==> src/rtl/ppm_frame_ctrl.sv <==
// Frame controller for the PPM receive path: tracks SOF/EOF framing, forwards
// in-frame bytes with a registered strobe, and reports overflow/timeout/restart/stray-EOF.
module ppm_frame_ctrl #(
  parameter int DATA_W  = 8,
  parameter int MAX_LEN = 64,
  parameter int LEN_W   = 7,
  parameter int TIMEOUT = 1024,
  parameter int TMO_W   = 16
) (
  input  logic              clk,
  input  logic              rst_n,
  input  logic              sof_in,
  input  logic              eof_in,
  input  logic              byte_vld_in,
  input  logic [DATA_W-1:0] byte_in,
  output logic [DATA_W-1:0] dout,
  output logic              dout_vld,
  output logic              frame_active,
  output logic              frame_done,
  output logic [LEN_W-1:0]  frame_len,
  output logic              frame_err,
  output logic [1:0]        err_code
);

  typedef enum logic [0:0] {
    IDLE   = 1'b0,
    ACTIVE = 1'b1
  } state_t;

  localparam logic [LEN_W-1:0] MAX_LEN_C = LEN_W'(MAX_LEN);
  localparam logic [LEN_W-1:0] CNT_ONE   = LEN_W'(1'b1);
  localparam logic [TMO_W-1:0] TMO_C     = TMO_W'(TIMEOUT);
  localparam logic [TMO_W-1:0] TMO_ONE   = TMO_W'(1'b1);
  localparam logic [1:0] ERR_OVF = 2'b00;
  localparam logic [1:0] ERR_TMO = 2'b01;
  localparam logic [1:0] ERR_RST = 2'b10;
  localparam logic [1:0] ERR_EOF = 2'b11;

  state_t              state_r, state_s;
  logic [LEN_W-1:0]    cnt_r, cnt_s;
  logic [TMO_W-1:0]    tmr_r, tmr_s, tmr_inc_s;
  logic [DATA_W-1:0]   dout_r, dout_s;
  logic                dout_vld_r, dout_vld_s;
  logic                active_r;
  logic                done_r, done_s;
  logic [LEN_W-1:0]    len_r, len_s;
  logic                err_r, err_s;
  logic [1:0]          code_r, code_s;

  assign tmr_inc_s = tmr_r + TMO_ONE;

  // Next-state and next-output decode; ACTIVE branches follow the event priority.
  always_comb begin
    state_s    = state_r;
    cnt_s      = cnt_r;
    tmr_s      = tmr_r;
    dout_s     = dout_r;
    dout_vld_s = 1'b0;
    done_s     = 1'b0;
    len_s      = len_r;
    err_s      = 1'b0;
    code_s     = code_r;
    case (state_r)
      IDLE: begin
        if (sof_in) begin
          state_s = ACTIVE;
          cnt_s   = '0;
          tmr_s   = '0;
          dout_s  = '0;
        end else if (eof_in) begin
          err_s  = 1'b1;
          code_s = ERR_EOF;
        end else begin
          state_s = IDLE;
        end
      end
      ACTIVE: begin
        if (byte_vld_in && (cnt_r == MAX_LEN_C)) begin
          err_s   = 1'b1;
          code_s  = ERR_OVF;
          state_s = IDLE;
        end else if (eof_in) begin
          done_s  = 1'b1;
          state_s = IDLE;
          if (byte_vld_in) begin
            dout_s     = byte_in;
            dout_vld_s = 1'b1;
            len_s      = cnt_r + CNT_ONE;
          end else begin
            len_s = cnt_r;
          end
        end else if (sof_in) begin
          err_s  = 1'b1;
          code_s = ERR_RST;
          cnt_s  = '0;
          tmr_s  = '0;
        end else if (byte_vld_in) begin
          dout_s     = byte_in;
          dout_vld_s = 1'b1;
          cnt_s      = cnt_r + CNT_ONE;
          tmr_s      = '0;
        end else if (TIMEOUT == 32'sd0) begin
          tmr_s = tmr_r;
        end else if (tmr_inc_s == TMO_C) begin
          err_s   = 1'b1;
          code_s  = ERR_TMO;
          state_s = IDLE;
        end else begin
          tmr_s = tmr_inc_s;
        end
      end
      default: begin
        state_s = IDLE;
      end
    endcase
  end

  // State register.
  always_ff @(posedge clk or negedge rst_n) begin
    if (!rst_n) begin
      state_r <= IDLE;
    end else begin
      state_r <= state_s;
    end
  end

  // Counters and registered outputs.
  always_ff @(posedge clk or negedge rst_n) begin
    if (!rst_n) begin
      cnt_r      <= '0;
      tmr_r      <= '0;
      dout_r     <= '0;
      dout_vld_r <= 1'b0;
      active_r   <= 1'b0;
      done_r     <= 1'b0;
      len_r      <= '0;
      err_r      <= 1'b0;
      code_r     <= 2'b00;
    end else begin
      cnt_r      <= cnt_s;
      tmr_r      <= tmr_s;
      dout_r     <= dout_s;
      dout_vld_r <= dout_vld_s;
      active_r   <= (state_s == ACTIVE);
      done_r     <= done_s;
      len_r      <= len_s;
      err_r      <= err_s;
      code_r     <= code_s;
    end
  end

  assign dout         = dout_r;
  assign dout_vld     = dout_vld_r;
  assign frame_active = active_r;
  assign frame_done   = done_r;
  assign frame_len    = len_r;
  assign frame_err    = err_r;
  assign err_code     = code_r;

endmodule

==> config.mk <==
export PLATFORM = sky130hd
export DESIGN_NAME = ppm_frame_ctrl
export DESIGN_NICKNAME = d
export VERILOG_FILES = /design/src/rtl/ppm_frame_ctrl.sv
export SDC_FILE = /design/constraint.sdc
export NUM_CORES = 1
export LEC_CHECK = 0
export CORE_ASPECT_RATIO = 0.6
export CORE_UTILIZATION = 60
export CTS_BUF_LIST = sky130_fd_sc_hd__clkbuf_8
export DETAILED_ROUTE_END_ITERATION = 7
export GPL_TIMING_DRIVEN = 0
export PLACE_DENSITY_LB_ADDON = 0.1
export SETUP_SLACK_MARGIN = 0.1
export SLEW_MARGIN = 5
export SYNTH_ARGS = -nofsm -noshare
export SYNTH_HDL_FRONTEND = slang
export SYNTH_SLANG_ARGS = --single-unit
==> constraint.sdc <==
create_clock -name clk -period 5.4 [get_ports clk]
set_input_delay 0.54 -clock clk [delete_from_list [all_inputs] [get_ports clk]]
set_output_delay 0.54 -clock clk [all_outputs]
set_load 0.02 [all_outputs]
; Yosys cells after proc, flatten, opt, wreduce, memory -nomap -nowiden
; Cells that the tools add are included.
[op_classes]
n_eq_ne = 12
n_mux = 49
addsub = 2
reduce_logical = 6
bitwise_logic = 2
[ops]
columns = operator, count
row1 = $mux 16, 6
row2 = $mux 8, 5
row3 = $mux 7, 5
row4 = $pmux 16 s2, 1
row5 = $mux 1, 20
row6 = $add 16x1->16 const B, 1
row7 = $eq 16x11->1 const B, 1
row8 = $pmux 8 s2, 1
row9 = $mux 2, 7
row10 = $pmux 7 s2, 1
row11 = $ne 2x2->1 const B, 5
row12 = $reduce_and 3->1, 3
row13 = $add 7x1->7 const B, 1
row14 = $eq 7x7->1 const B, 1
row15 = $reduce_and 5->1, 1
row16 = $ne 4x2->1 const B, 1
row17 = $ne 4x3->1 const B, 1
row18 = $ne 4x4->1 const B, 1
row19 = $pmux 1 s2, 2
row20 = $pmux 2 s2, 1
row21 = $reduce_and 4->1, 1
row22 = $ne 3x2->1 const B, 1
row23 = $ne 3x3->1 const B, 1
row24 = $not 1->1, 2
row25 = $logic_and 1x1->1, 1
[totals]
out_inout_bits = 21
in_bits = 13
register_bits = 44
elab_cells = 80

; Longest topological paths before layout
; Gate-level depths: netlist of the first run.
[depth]
depth_word = 8
mapped_depth = 8
mapped_depth_nobuf = 8

; Worst setup path after synthesis of the first run
; Ideal clock, no wire load.
[synth_timing]
path_kind = register to register
startpoint = register tmr_r[0]
endpoint = register tmr_r[1]
stages_incl_launch_ff = 8
n_path_buf = 0
path_slack_ns = 3.145
setup_time_ns = 0.122
required_ns = 5.278
period_less_slack_ns = 2.255
arrival_ns = 2.134
cell_sequence = dfrtp_1 -> ha_1 -> nand3_2 -> nor4_4 -> mux2i_1 -> o2111ai_2 -> or2_0 -> a32o_1
[synth_via]
elab_chain_cells = 7
word_cells_on_any_way = 10
cone_classes = add/sub: 1 / eq/ne: 2 / mux: 6 / reduce/logical: 1
[synth_rtl]
columns = element, line
row1 = start: declaration, 41  ; logic [TMO_W-1:0] tmr_r, tmr_s, tmr_inc_s;
row2 = start signal: assignment, 141  ; tmr_r <= tmr_s;
row3 = $add 16x1->16 *, 50  ; assign tmr_inc_s = tmr_r + TMO_ONE;
row4 = $mux 16, 104  ; end else if (tmr_inc_s == TMO_C) begin
row5 = $mux 16, 97  ; end else if (byte_vld_in) begin
row6 = $mux 16, 92  ; end else if (sof_in) begin
row7 = $mux 16, 82  ; end else if (eof_in) begin
row8 = $mux 16, 78  ; if (byte_vld_in && (cnt_r == MAX_LEN_C)) begin
row9 = $pmux 16 s2, 63  ; case (state_r)
; Every way passes the cells marked *; elsewhere a longest branch is shown, timed or not. The select of a mux whose other input is x is not followed.
; A chain may end at the register's enable or synchronous reset.

; Final worst setup path of the first run
[layout_timing]
startpoint = register tmr_r[0]
endpoint = register tmr_r[0]
; Same word-level chain as after synthesis.

==> results of run 1 <==
==> report_power, final <==
part	total, mW	switching (mW)	internal (mW)
Sequential	0.361	0.0133	0.348
Combinational	0.148	0.0862	0.0613
Clock	0.207	0.106	0.101
Total	0.715	0.206	0.510
==> critical path: cells and delay by family, from the launching register on <==
family,cells,cell delay [ns]
adders and majority gates,1,0.28
AOI/OAI and AO/OA,3,0.74
DFF,1,0.46
muxes,1,0.43
buffers and inverters,1,0.18
and+or+nand+nor,2,0.58
==> final cells by class <==
cell class / count / share of cell area
Tap cell: 47 / 0.0197
Clock buffer: 6 / 0.0277
Sequential cell: 44 / 0.369
Clock inverter: 2 / 0.00252
Buffer: 14 / 0.0218
Timing Repair Buffer: 34 / 0.118
Inverter: 8 / 0.0101
Multi-Input combinational cell: 206 / 0.430
==> kinds of logic after synthesis <==
group / after synthesis / share of synthesized area
buffers and inverters: 22 / 0.0384
DFF: 44 / 0.444
xor gates and xnor gates: 8 / 0.0283
muxes: 4 / 0.0167
adders and majority gates: 3 / 0.0151
AOI/OAI and AO/OA: 78 / 0.217
and+or+nand+nor: 113 / 0.240
==> per-stage QoR <==
| step | cells | instance area (sq um) |
|---|---|---|
| CTS | 361 | 2980 |
| global placement | 352 | 2870 |
| detailed placement | 353 | 2890 |
| global route | 361 | 2980 |
| finish | 361 | 2980 |
| floorplan | 272 | 2480 |
==> state kept, by name (all words and copies together) (netlist names) <==
| register | count |
|---|---|
| cnt_r | 7 |
| dout | 8 |
| dout_vld | 1 |
| err_code | 2 |
| frame_active | 1 |
| frame_done | 1 |
| frame_err | 1 |
| frame_len | 7 |
| tmr_r | 16 |
==> cells in the mapped netlist, drive strengths merged (2+ instances only) <==
cell type   n
a21oi       8
nor3        9
a22o        2
o21ai      39
xor2        2
and3        4
nor2       13
or2         2
nand2b      2
dfrtp      44
ha          3
o22ai       2
nor2b       3
and4        2
nor4        5
nand2      50
nand3      14
clkbuf      9
buf         5
o31ai       5
a31oi       2
nand4       6
xnor2       6
o2bb2ai     7
inv         8
o41ai       2
mux2i       3
o2111ai     2
==> per-layer routing <==
layer / part of all wire / global-route usage / up-vias
li1: - / - / 1065
met1: 0.49 / 0.434 / 1049
met2: 0.41 / 0.457 / 97
met3: 0.073 / 0.0714 / 16
met4: 0.018 / 0.0932 / 0
met5: 0 / 0 / -
==> worst max-delay path by stage <==
stage | start | end | slack, ns | cells past startpoint
after global placement | byte_vld_in | cnt_r[2] | 2.48 | 7
final | tmr_r[0] | tmr_r[0] | 2.65 | 8
after detailed placement | byte_vld_in | cnt_r[0] | 2.41 | 7
after floorplan | tmr_r[0] | tmr_r[1] | 3.14 | 7
after global routing | byte_vld_in | cnt_r[2] | 2.40 | 7
after CTS | tmr_r[0] | tmr_r[0] | 2.68 | 8
==> implementation parameters, run 1 <==
Parameter                              Value

Status
  Outcome ... finished with violations
  Failing checks ... DRC

Logic synthesis
  Most used flip-flop cell after synthesis ... sky130_fd_sc_hd__dfrtp_1
  Dominant cells by area after synthesis ... sky130_fd_sc_hd__dfrtp_1 44%, sky130_fd_sc_hd__o21ai_0 7.7%, sky130_fd_sc_hd__nand2_1 7.4%, sky130_fd_sc_hd__o2bb2ai_1 2.5%, sky130_fd_sc_hd__nand3_1 2.4%
  Synth top area share ... 0.444
  Count of yosys warnings during synthesis ... 0
  Number of distinct library cells after synthesis ... 56
  Post-synth EDFFs ... 0
  Post-synthesis instance total ... 272
  Async set-reset flop share out of synthesis ... 1.00
  Synth Register Bits ... 44
  Cell type contributing the most total cell area after synthesis ... sky130_fd_sc_hd__dfrtp_1
  Synth Cell Area ... 0.00248 sq mm
  Synth Area per Inst ... 9.11 sq um
  Sequential fraction of the synthesis area ... 0.444
  Number of nets in the synthesized netlist ... 288

Layout
  Post-route core utilization ... 0.783
  Fraction of final layout cells sized beyond drive strength 1 ... 0.0987
  Most frequent cells in the layout ... 49 x sky130_fd_sc_hd__nand2_1, 44 x sky130_fd_sc_hd__dfrtp_1, 38 x sky130_fd_sc_hd__o21ai_0
  Number of antenna repair diodes ... 0
  Most frequent standard cell in the layout excluding fill and tap cells ... sky130_fd_sc_hd__nand2_1
  Synth-to-layout area growth ... 20.2%
  Nets ... 329
  Multi-input logic area ... 0.00128 sq mm
  Fillers ... 276
  Sequential cell area ... 0.00110 sq mm

Job
  Max-cap violations ... 0

STA
  Final Max Slew Viols ... 0
  Highest Clock Rate ... 364 MHz
  Slew margin rel. ... 0.635
  Final worst clock skew ... 0.00708 ns
  Final period demand of the worst path ... 2.75 ns
  Hold WS ... 0.215 ns
  Unrepaired setup endpoints after global routing ... false
  Share of the clock period used by the worst path after layout ... 0.509
  Final sum of negative setup slack ... 0 ns
  Worst path setup slack after routing ... 2.65 ns
  Number of hold violations in the final report ... 0
  Final setup vio count ... 0
  Tightest Pin Transition ... 0.545 ns

Clocking
  Gates resized, CTS repair ... 0
  H-Tree Depth ... 2
  Source-to-sink clock delay at the later pin of the worst-skew pair ... 0.29 ns
  CTS Buf Count ... 5
  Worst-case clock buffer depth ... 2
  Sink Count ... 44
  Number of hold buffers added after cts ... 0
  Number of buffers inserted by post-CTS setup repair ... 0
  CTS clk-pin slew, worst paths ... 0.08 ns
  CTS root buffer ... sky130_fd_sc_hd__clkbuf_8
  CTS tree ... done

Detailed routing
  Average wire length per cell after detail routing ... 16.1 microns
  Routed vias ... 2227
  Final antenna-violating net count ... 0
  Count of unresolved DRC violations after routing ... 2
  Routed Wire Length ... 5800 microns
  Drt first-iter violations ... 210
  Number of detailed-routing iterations run before antenna repair ... 7
  Via count normalized by instance count ... 6.17

Die
  Placement row count ... 17
  Core area ... 0.00381 sq mm
  Die Area ... 0.00440 sq mm
  Die X-Extent ... 85.0 microns
  Effective utilization at floorplan ... 0.651
  Height of the chip ... 51.8 microns
  Total I/O pin count ... 34

Placed design
  Port bufs ... 33
  RD Place Congestion ... 0.915
  HPWL Detailed ... 4360 microns
  Worst slack at placement ... 2.41 ns

Global route
  Number of antenna violations at the first check in global routing ... 0
  Wire length of the first global-routing pass ... 10100 microns
  Total overflow reported by the global router ... 0
  Pin count of the biggest net entering global routing ... 24
  Overall fraction of global-route tracks in use ... 0.302
  Number of global-route vias before repair ... 2156

Critical path
  Element type at the critical path end ... flip-flop
  Worst EP arrival ... 2.98 ns
  Type of element launching the critical path ... flip-flop
  CP peak stage delay ... 0.46 ns
  Startpoint-to-endpoint class of the critical path ... reg2reg
  Highest net fanout along the worst path ... 10
  Required time worst endpoint ... 5.63 ns
  Worst r2r dst ... tmr_r[0]
  Chain of cells forming the critical path ... ha_1 -> nand3_2 -> nor4_4 -> mux2i_1 -> o2111ai_2 -> o31ai_4 -> buf_6 -> a22o_1
  Slack of the worst reg-to-reg path ... 2.65 ns
  Critical path's slowest cell ... sky130_fd_sc_hd__dfrtp_1
  Critical R2R Launch ... tmr_r[0]
  Worst-case reg-to-reg path depth ... 8

Hold path
  Min-Delay Path Class ... in2async

Power and ir drop
  Post-layout total power ... 715 uW
  Power density cells ... 240 mW/mm^2
  P_leak ... 1.23 nW
  Worst vdd ir ... 0.215 mV
Note: power is estimated with default switching activity, not from simulation.
==> run 2: changes to the inputs <==
Settings changed: CORE_UTILIZATION 60 to 57.
Clock period 5.4 ns to 2.55 ns, I/O delays scaled along.
==> run 2 against run 1 <==
Net effect: the flow now finishes without violations; sequential share of layout area shrank 1.5 points; largest power group unchanged; fmax grew 18%; combinational power grew 110%; cell count grew 5.0%; via count grew 0.36%; critical path type unchanged; design area grew 4.5%; flip-flop and latch count is the same; total power grew 120%.
==> implementation parameters, run 2 (synthesis gave the netlist of run 1 again) <==
Parameter                              Value

Critical path
  Startpoint-to-endpoint class of the critical path ... reg2reg
  Chain of cells forming the critical path ... buf_2 -> nand4_2 -> nor4_1 -> xnor2_1 -> o2111ai_4 -> or2_0 -> a32o_1
  Highest net fanout along the worst path ... 9 (-1)
  Type of element launching the critical path ... flip-flop
  Family with the most delay on the worst path ... simple AND/OR/NAND/NOR gates
  Worst EP arrival ... 2.55 ns (-0.43 ns)
  Element type at the critical path end ... flip-flop
  Required time worst endpoint ... 2.76 ns (-2.87 ns)
  Critical path's slowest cell ... sky130_fd_sc_hd__nor4_1
  CP peak stage delay ... 0.41 ns (-0.05 ns)
  Buffers & Inverters on Critical Path ... 1 (unchanged)

Clocking
  CTS clk-pin slew, worst paths ... 0.09 ns (about the same)
  Worst-case clock buffer depth ... 2 (unchanged)
  Source-to-sink clock delay at the later pin of the worst-skew pair ... 0.31 ns (+0.02 ns)
  CTS root buffer ... sky130_fd_sc_hd__clkbuf_8
  Sink Count ... 44 (unchanged)
  CTS Buf Count ... 5 (unchanged)
  CTS tree ... done
  H-Tree Depth ... 2 (unchanged)

Global route
  Overall fraction of global-route tracks in use ... 0.270 (-0.0325)
  Number of global-route vias before repair ... 1865 (-13%)
  Number of antenna violations at the first check in global routing ... 0 (unchanged)
  Pin count of the biggest net entering global routing ... 26 (+8.3%)
  Wire length of the first global-routing pass ... 9170 microns (-8.8%)
  Total overflow reported by the global router ... 0 (unchanged)

Die
  Placement row count ... 18 (+1)
  Die Area ... 0.00462 sq mm (+5.1%)
  Height of the chip ... 53.1 microns (+2.5%)
  Total I/O pin count ... 34 (unchanged)
  Core area ... 0.00414 sq mm (+8.8%)
  Die X-Extent ... 87.1 microns (+2.5%)
  Effective utilization at floorplan ... 0.598 (-0.0529)

Layout
  Fillers ... 326 (+18%)
  Most frequent standard cell in the layout excluding fill and tap cells ... sky130_fd_sc_hd__nand2_1
  Synth-to-layout area growth ... 25.7%
  Fraction of final layout cells sized beyond drive strength 1 ... 0.138 (+0.0392)
  Post-route core utilization ... 0.752 (-0.0310)
  Register ranked first by flip-flop count ... tmr_r
  Final instance count without filler cells ... 379 (+5.0%)
  Most frequent cells in the layout ... 49 x sky130_fd_sc_hd__nand2_1, 42 x sky130_fd_sc_hd__dfrtp_1, 38 x sky130_fd_sc_hd__o21ai_0
  Flip-flop count of the largest register after layout ... 16 (unchanged)
  Number of antenna repair diodes ... 0 (unchanged)
  Nets ... 334 (+1.5%)

Detailed routing
  Average wire length per cell after detail routing ... 15.4 microns (-4.0%)
  Routed vias ... 2235 (+0.36%)
  Via count normalized by instance count ... 5.90 (-4.4%)
  Routed Wire Length ... 5840 microns (+0.78%)
  Final antenna-violating net count ... 0 (unchanged)
  Number of detailed-routing iterations run before antenna repair ... 5 (-2)
  Count of unresolved DRC violations after routing ... 0 (-2)
  Drt first-iter violations ... 132 (-37%)

Power and ir drop
  Post-layout total power ... 1.55 mW (+120%)
  Power density cells ... 496 mW/mm^2 (+110%)
  Power share of the sequential group ... 0.496 (-0.009)
  P_leak ... 1.27 nW (+3.2%)
  Part of the total power dissipated in combinational logic ... 0.204 (-0.002)
  Switching portion of total power ... 0.296 (+0.00853)
  Cell-internal power ... 1.09 mW (+110%)
  Worst vdd ir ... 0.345 mV (+60%)
  Clock share of power ... 0.300 (+0.011)
  Power dissipated by switching net loads ... 457 uW (+120%)

Placed design
  Cell Count Post-Placement ... 366 (+3.7%)
  Port bufs ... 33 (unchanged)
  HPWL Detailed ... 4220 microns (-3.2%)
  RD Place Congestion ... 0.854 (-6.7%)
  Worst slack at placement ... -0.133 ns (-2.54 ns)

Hold path
  Min-Delay Path Class ... in2async

STA
  Final worst clock skew ... 0.0107 ns (+0.00359 ns)
  Share of the clock period used by the worst path after layout ... 0.917 (+0.408)
  Number of hold violations in the final report ... 0 (unchanged)
  Tightest Pin Transition ... 0.529 ns (-0.0158 ns)
  Slew margin rel. ... 0.648 (+0.0127)
  Final period demand of the worst path ... 2.34 ns (-0.410 ns)
  Final Max Slew Viols ... 0 (unchanged)
  Highest Clock Rate ... 428 MHz (+18%)
  Unrepaired setup endpoints after global routing ... false
  Final sum of negative setup slack ... 0 ns (unchanged)
  Final setup vio count ... 0 (unchanged)
  Worst path setup slack after routing ... 0.211 ns (-2.44 ns)

Job
  Max-cap violations ... 0 (unchanged)

Status
  Outcome ... finished, final reports clean
==> run 2: changes by cell type in the layout (fill, tap and decap cells not counted), sizes merged <==
cell,previous run,this run
buf,7,11
clkinvlp,0,1
dlygate4sd3,0,1
inv,10,9
==> run 2: worst paths after layout <==
| check | start | endpoint | slack [ns] | cells after the start |
|---|---|---|---|---|
| max in group asynchronous | rst_n | tmr_r[3] | 1.59 | 3 |
| max | tmr_r[2] | tmr_r[1] | 0.21 | 7 |
| min in group clk | frame_len[2] | frame_len[2] | 0.49 | 2 |
| max reg2reg | tmr_r[2] | tmr_r[1] | 0.21 | 7 |
| min reg2reg | frame_len[2] | frame_len[2] | 0.49 | 2 |
| min | rst_n | frame_err | 0.45 | 2 |
==> run 2: what timing repair did <==
item,in CTS,in global routing
setup buffers,1,3
hold buffers,1,0
endpoints found under the setup margin,21,39
gates resized for setup,3,13
cloned,0,0
pin swaps,1,5
endpoints found under the hold margin,19,0
==> run 2: metal layers <==
metal	track usage	vias to the layer above	wire length (microns)
met5	0	-	0
met1	0.417	1061	2900
li1	-	1078	-
met4	0.0847	0	66
met3	0.0686	8	448
met2	0.358	88	2430
==> run 2: area by class of cell <==
type                    count  area, sq um  area share
multi-input cells         206         1350       0.434
flip-flops and latches     44         1100       0.354
repair buffers             39          393       0.126
clock buffers               6         82.6      0.0265
well taps                  60         75.1      0.0241
plain buffers              14         67.6      0.0217
inverters                   8         30.0     0.00964
clock inverters             2         11.3     0.00361
==> run 2: power groups by stage <==
| stage | combinational [mW] | clock, mW | sequential (mW) |
|---|---|---|---|
| after floorplan | 0.116 | 0 | 0.819 |
| after global placement | 0.298 | 0 | 0.777 |
| after detailed placement | 0.308 | 0 | 0.778 |
| after CTS | 0.313 | 0.472 | 0.766 |
| after global routing | 0.347 | 0.493 | 0.772 |
| final | 0.316 | 0.464 | 0.766 |
==> run 2: metrics by stage <==
| step | hold WS, ns | instance area (sq um) |
|---|---|---|
| floorplan | -0.0406 | 2480 |
| global placement | 0.461 | 2880 |
| detailed placement | 0.253 | 2910 |
| CTS | 0.459 | 3040 |
| global route | 0.498 | 3120 |
| finish | 0.453 | 3120 |
==> run 3: changes to the inputs <==
--- a/config.mk
+++ b/config.mk
@@ -10,5 +10,5 @@
 export CTS_BUF_LIST = sky130_fd_sc_hd__clkbuf_8
 export DETAILED_ROUTE_END_ITERATION = 7
-export GPL_TIMING_DRIVEN = 0
+export GPL_TIMING_DRIVEN = 1
 export PLACE_DENSITY_LB_ADDON = 0.1
 export SETUP_SLACK_MARGIN = 0.1
==> constraint.sdc (replaced) <==
create_clock -name clk -period 2.55 [get_ports clk]
set_input_delay 0.51 -clock clk [delete_from_list [all_inputs] [get_ports clk]]
set_output_delay 0.51 -clock clk [all_outputs]
set_load 0.02 [all_outputs]
==> run 3 against run 2 <==
Net effect: register-to-register slack is essentially flat; flip-flop and latch count unchanged; total power up 6.2%; clock skew increased by 0.0056 ns.
==> implementation parameters, run 3 (synthesis gave the netlist of run 1 again) <==
Parameter                              Value

STA
  Share of the clock period used by the worst path after layout ... 0.913 (-0.00408)
  Final sum of negative setup slack ... 0 ns (unchanged)
  Final period demand of the worst path ... 2.33 ns (-0.0104 ns)
  Slew margin rel. ... 0.630 (-0.0174)
  Final Max Slew Viols ... 0 (unchanged)
  Highest Clock Rate ... 430 MHz (+0.45%)
  Tightest Pin Transition ... 0.555 ns (+0.0261 ns)
  Hold WS ... 0.279 ns (-0.174 ns)
  Unrepaired setup endpoints after global routing ... false
  Number of hold violations in the final report ... 0 (unchanged)
  Final setup vio count ... 0 (unchanged)
  Worst path setup slack after routing ... 0.222 ns (+0.0104 ns)
  Final worst clock skew ... 0.0163 ns (+0.00559 ns)

Critical path
  Required time worst endpoint ... 2.80 ns (+0.04 ns)
  Startpoint-to-endpoint class of the critical path ... reg2reg
  Worst r2r dst ... tmr_r[4]
  Slack of the worst reg-to-reg path ... 0.22 ns (about the same)
  Worst-case reg-to-reg path depth ... 7 (unchanged)
  Highest net fanout along the worst path ... 9 (unchanged)
  Critical R2R Launch ... tmr_r[2]
  Family with the most delay on the worst path ... compound AO/OA/AOI/OAI gates
  Worst EP arrival ... 2.58 ns (+0.03 ns)
  Element type at the critical path end ... flip-flop
  CP peak stage delay ... 0.53 ns (+0.12 ns)
  Chain of cells forming the critical path ... nand4_2 -> nor4_1 -> xnor2_1 -> o2111ai_2 -> o31ai_4 -> buf_4 -> a22o_1
  Buffers & Inverters on Critical Path ... 1 (unchanged)
  Type of element launching the critical path ... flip-flop
  Critical path's slowest cell ... sky130_fd_sc_hd__dfrtp_1

Clocking
  CTS root buffer ... sky130_fd_sc_hd__clkbuf_8
  CTS clk-pin slew, worst paths ... 0.09 ns (about the same)
  CTS tree ... done
  H-Tree Depth ... 2 (unchanged)
  CTS Buf Count ... 5 (unchanged)
  Source-to-sink clock delay at the later pin of the worst-skew pair ... 0.31 ns (about the same)
  Sink Count ... 44 (unchanged)
  Worst-case clock buffer depth ... 2 (unchanged)

Layout
  Number of antenna repair diodes ... 0 (unchanged)
  Fraction of final layout cells sized beyond drive strength 1 ... 0.142 (+0.00447)
  Flip-flop count of the largest register after layout ... 16 (unchanged)
  Final instance count without filler cells ... 376 (-0.79%)
  Most frequent cells in the layout ... 49 x sky130_fd_sc_hd__nand2_1, 43 x sky130_fd_sc_hd__dfrtp_1, 38 x sky130_fd_sc_hd__o21ai_0
  Post-route core utilization ... 0.742 (-0.0103)
  Synth-to-layout area growth ... 24.0%
  Most frequent standard cell in the layout excluding fill and tap cells ... sky130_fd_sc_hd__nand2_1
  Register ranked first by flip-flop count ... tmr_r
  Nets ... 331 (-0.90%)

Power and ir drop
  Power dissipated by switching net loads ... 454 uW (-0.64%)
  Cell-internal power ... 1.19 mW (+9.1%)
  Power density cells ... 534 mW/mm^2 (+7.7%)
  Power share of the sequential group ... 0.469 (-0.027)
  Worst vdd ir ... 0.441 mV (+28%)
  Part of the total power dissipated in combinational logic ... 0.183 (-0.021)
  Switching portion of total power ... 0.277 (-0.0191)
  Clock share of power ... 0.348 (+0.048)
  P_leak ... 1.28 nW (+0.64%)

Die
  Die Area ... 0.00462 sq mm (unchanged)
  Die X-Extent ... 87.1 microns (unchanged)
  Core area ... 0.00414 sq mm (unchanged)
  Effective utilization at floorplan ... 0.598 (unchanged)
  Total I/O pin count ... 34 (unchanged)
  Placement row count ... 18 (unchanged)
  Height of the chip ... 53.1 microns (unchanged)

Global route
  Wire length of the first global-routing pass ... 9360 microns (+2.0%)
  Number of global-route vias before repair ... 1819 (-2.5%)
  Number of antenna violations at the first check in global routing ... 0 (unchanged)
  Total overflow reported by the global router ... 0 (unchanged)
  Pin count of the biggest net entering global routing ... 45 (+73%)
  Overall fraction of global-route tracks in use ... 0.271 (+0.00175)

Status
  Outcome ... finished, final reports clean

Detailed routing
  Drt first-iter violations ... 228 (+73%)
  Final antenna-violating net count ... 0 (unchanged)
  Average wire length per cell after detail routing ... 15.3 microns (-0.74%)
  Routed vias ... 2211 (-1.1%)
  Routed Wire Length ... 5750 microns (-1.5%)
  Number of detailed-routing iterations run before antenna repair ... 5 (unchanged)
  Count of unresolved DRC violations after routing ... 0 (unchanged)
  Via count normalized by instance count ... 5.88 (-0.28%)

Placed design
  HPWL Detailed ... 4160 microns (-1.4%)
  Worst slack at placement ... 0.189 ns (+0.322 ns)
  RD Place Congestion ... 0.887 (+3.8%)
  Cell Count Post-Placement ... 367 (+0.27%)
  Port bufs ... 33 (unchanged)

Job
  Max-cap violations ... 0 (unchanged)

Hold path
  Min-Delay Path Class ... in2async
[run 3: changes by cell type in the layout (fill, tap and decap cells not counted), moves of 3 or more]
cell	before	now
sky130_fd_sc_hd__buf_2	4	1
sky130_fd_sc_hd__buf_4	4	17
sky130_fd_sc_hd__clkbuf_1	6	0
sky130_fd_sc_hd__clkbuf_2	3	0
[run 3: how the worst max path moves through the flow]
stage | from | endpoint | slack (ns) | depth (start not counted)
after floorplan | tmr_r[0] | tmr_r[1] | 0.29 | 7
after CTS | tmr_r[1] | tmr_r[4] | 0.19 | 8
after global routing | tmr_r[2] | tmr_r[6] | 0.10 | 7
after global placement | byte_vld_in | tmr_r[4] | 0.28 | 6
final | tmr_r[2] | tmr_r[4] | 0.22 | 7
after detailed placement | tmr_r[1] | tmr_r[4] | 0.19 | 8
[run 3: through the flow]
step | cell area (sq um) | power [mW]
2_1_floorplan | 2480 | 0.935
3_3_place_gp | 2930 | 1.08
3_5_place_dp | 2930 | 1.08
4_1_cts | 3060 | 1.65
5_1_grt | 3070 | 1.71
6_report | 3070 | 1.64
[run 3: layer usage]
metal,vias up,part of all wire,track usage
li1,1065,-,-
met1,1035,0.53,0.459
met2,104,0.38,0.325
met3,7,0.086,0.0640
met4,0,0.0099,0.0601
met5,-,0,0
[run 3: power by group through the flow]
| stage | combinational (mW) | sequential, mW | clock (mW) |
|---|---|---|---|
| after floorplan | 0.116 | 0.819 | 0 |
| after global routing | 0.331 | 0.776 | 0.607 |
| after detailed placement | 0.301 | 0.782 | 0 |
| after CTS | 0.302 | 0.769 | 0.577 |
| after global placement | 0.297 | 0.781 | 0 |
| final | 0.301 | 0.770 | 0.572 |
[run 3: cell type report]
class / count / area (sq um)
fill: 319 / 1070
clock inverter: 2 / 38.8
sequential: 44 / 1100
tap: 60 / 75.1
multi-input combinational: 206 / 1290
inverter: 8 / 30.0
timing repair buffer: 50 / 453
clock buffer: 6 / 82.6
[run 3: worst register-to-register path, delay by kind of cell, from the launching register on]
kind	cells	cell delay, ns
compound gates	3	0.72
xor+xnor	1	0.20
buf+inv	1	0.22
flops	1	0.53
simple gates	2	0.59
[run 3: timing repair]
| action | CTS | global route |
|---|---|---|
| gates resized for setup | 0 | 2 |
| hold buffers | 0 | 0 |
| setup buffers | 0 | 1 |
| endpoints found under the setup margin | 0 | 11 |
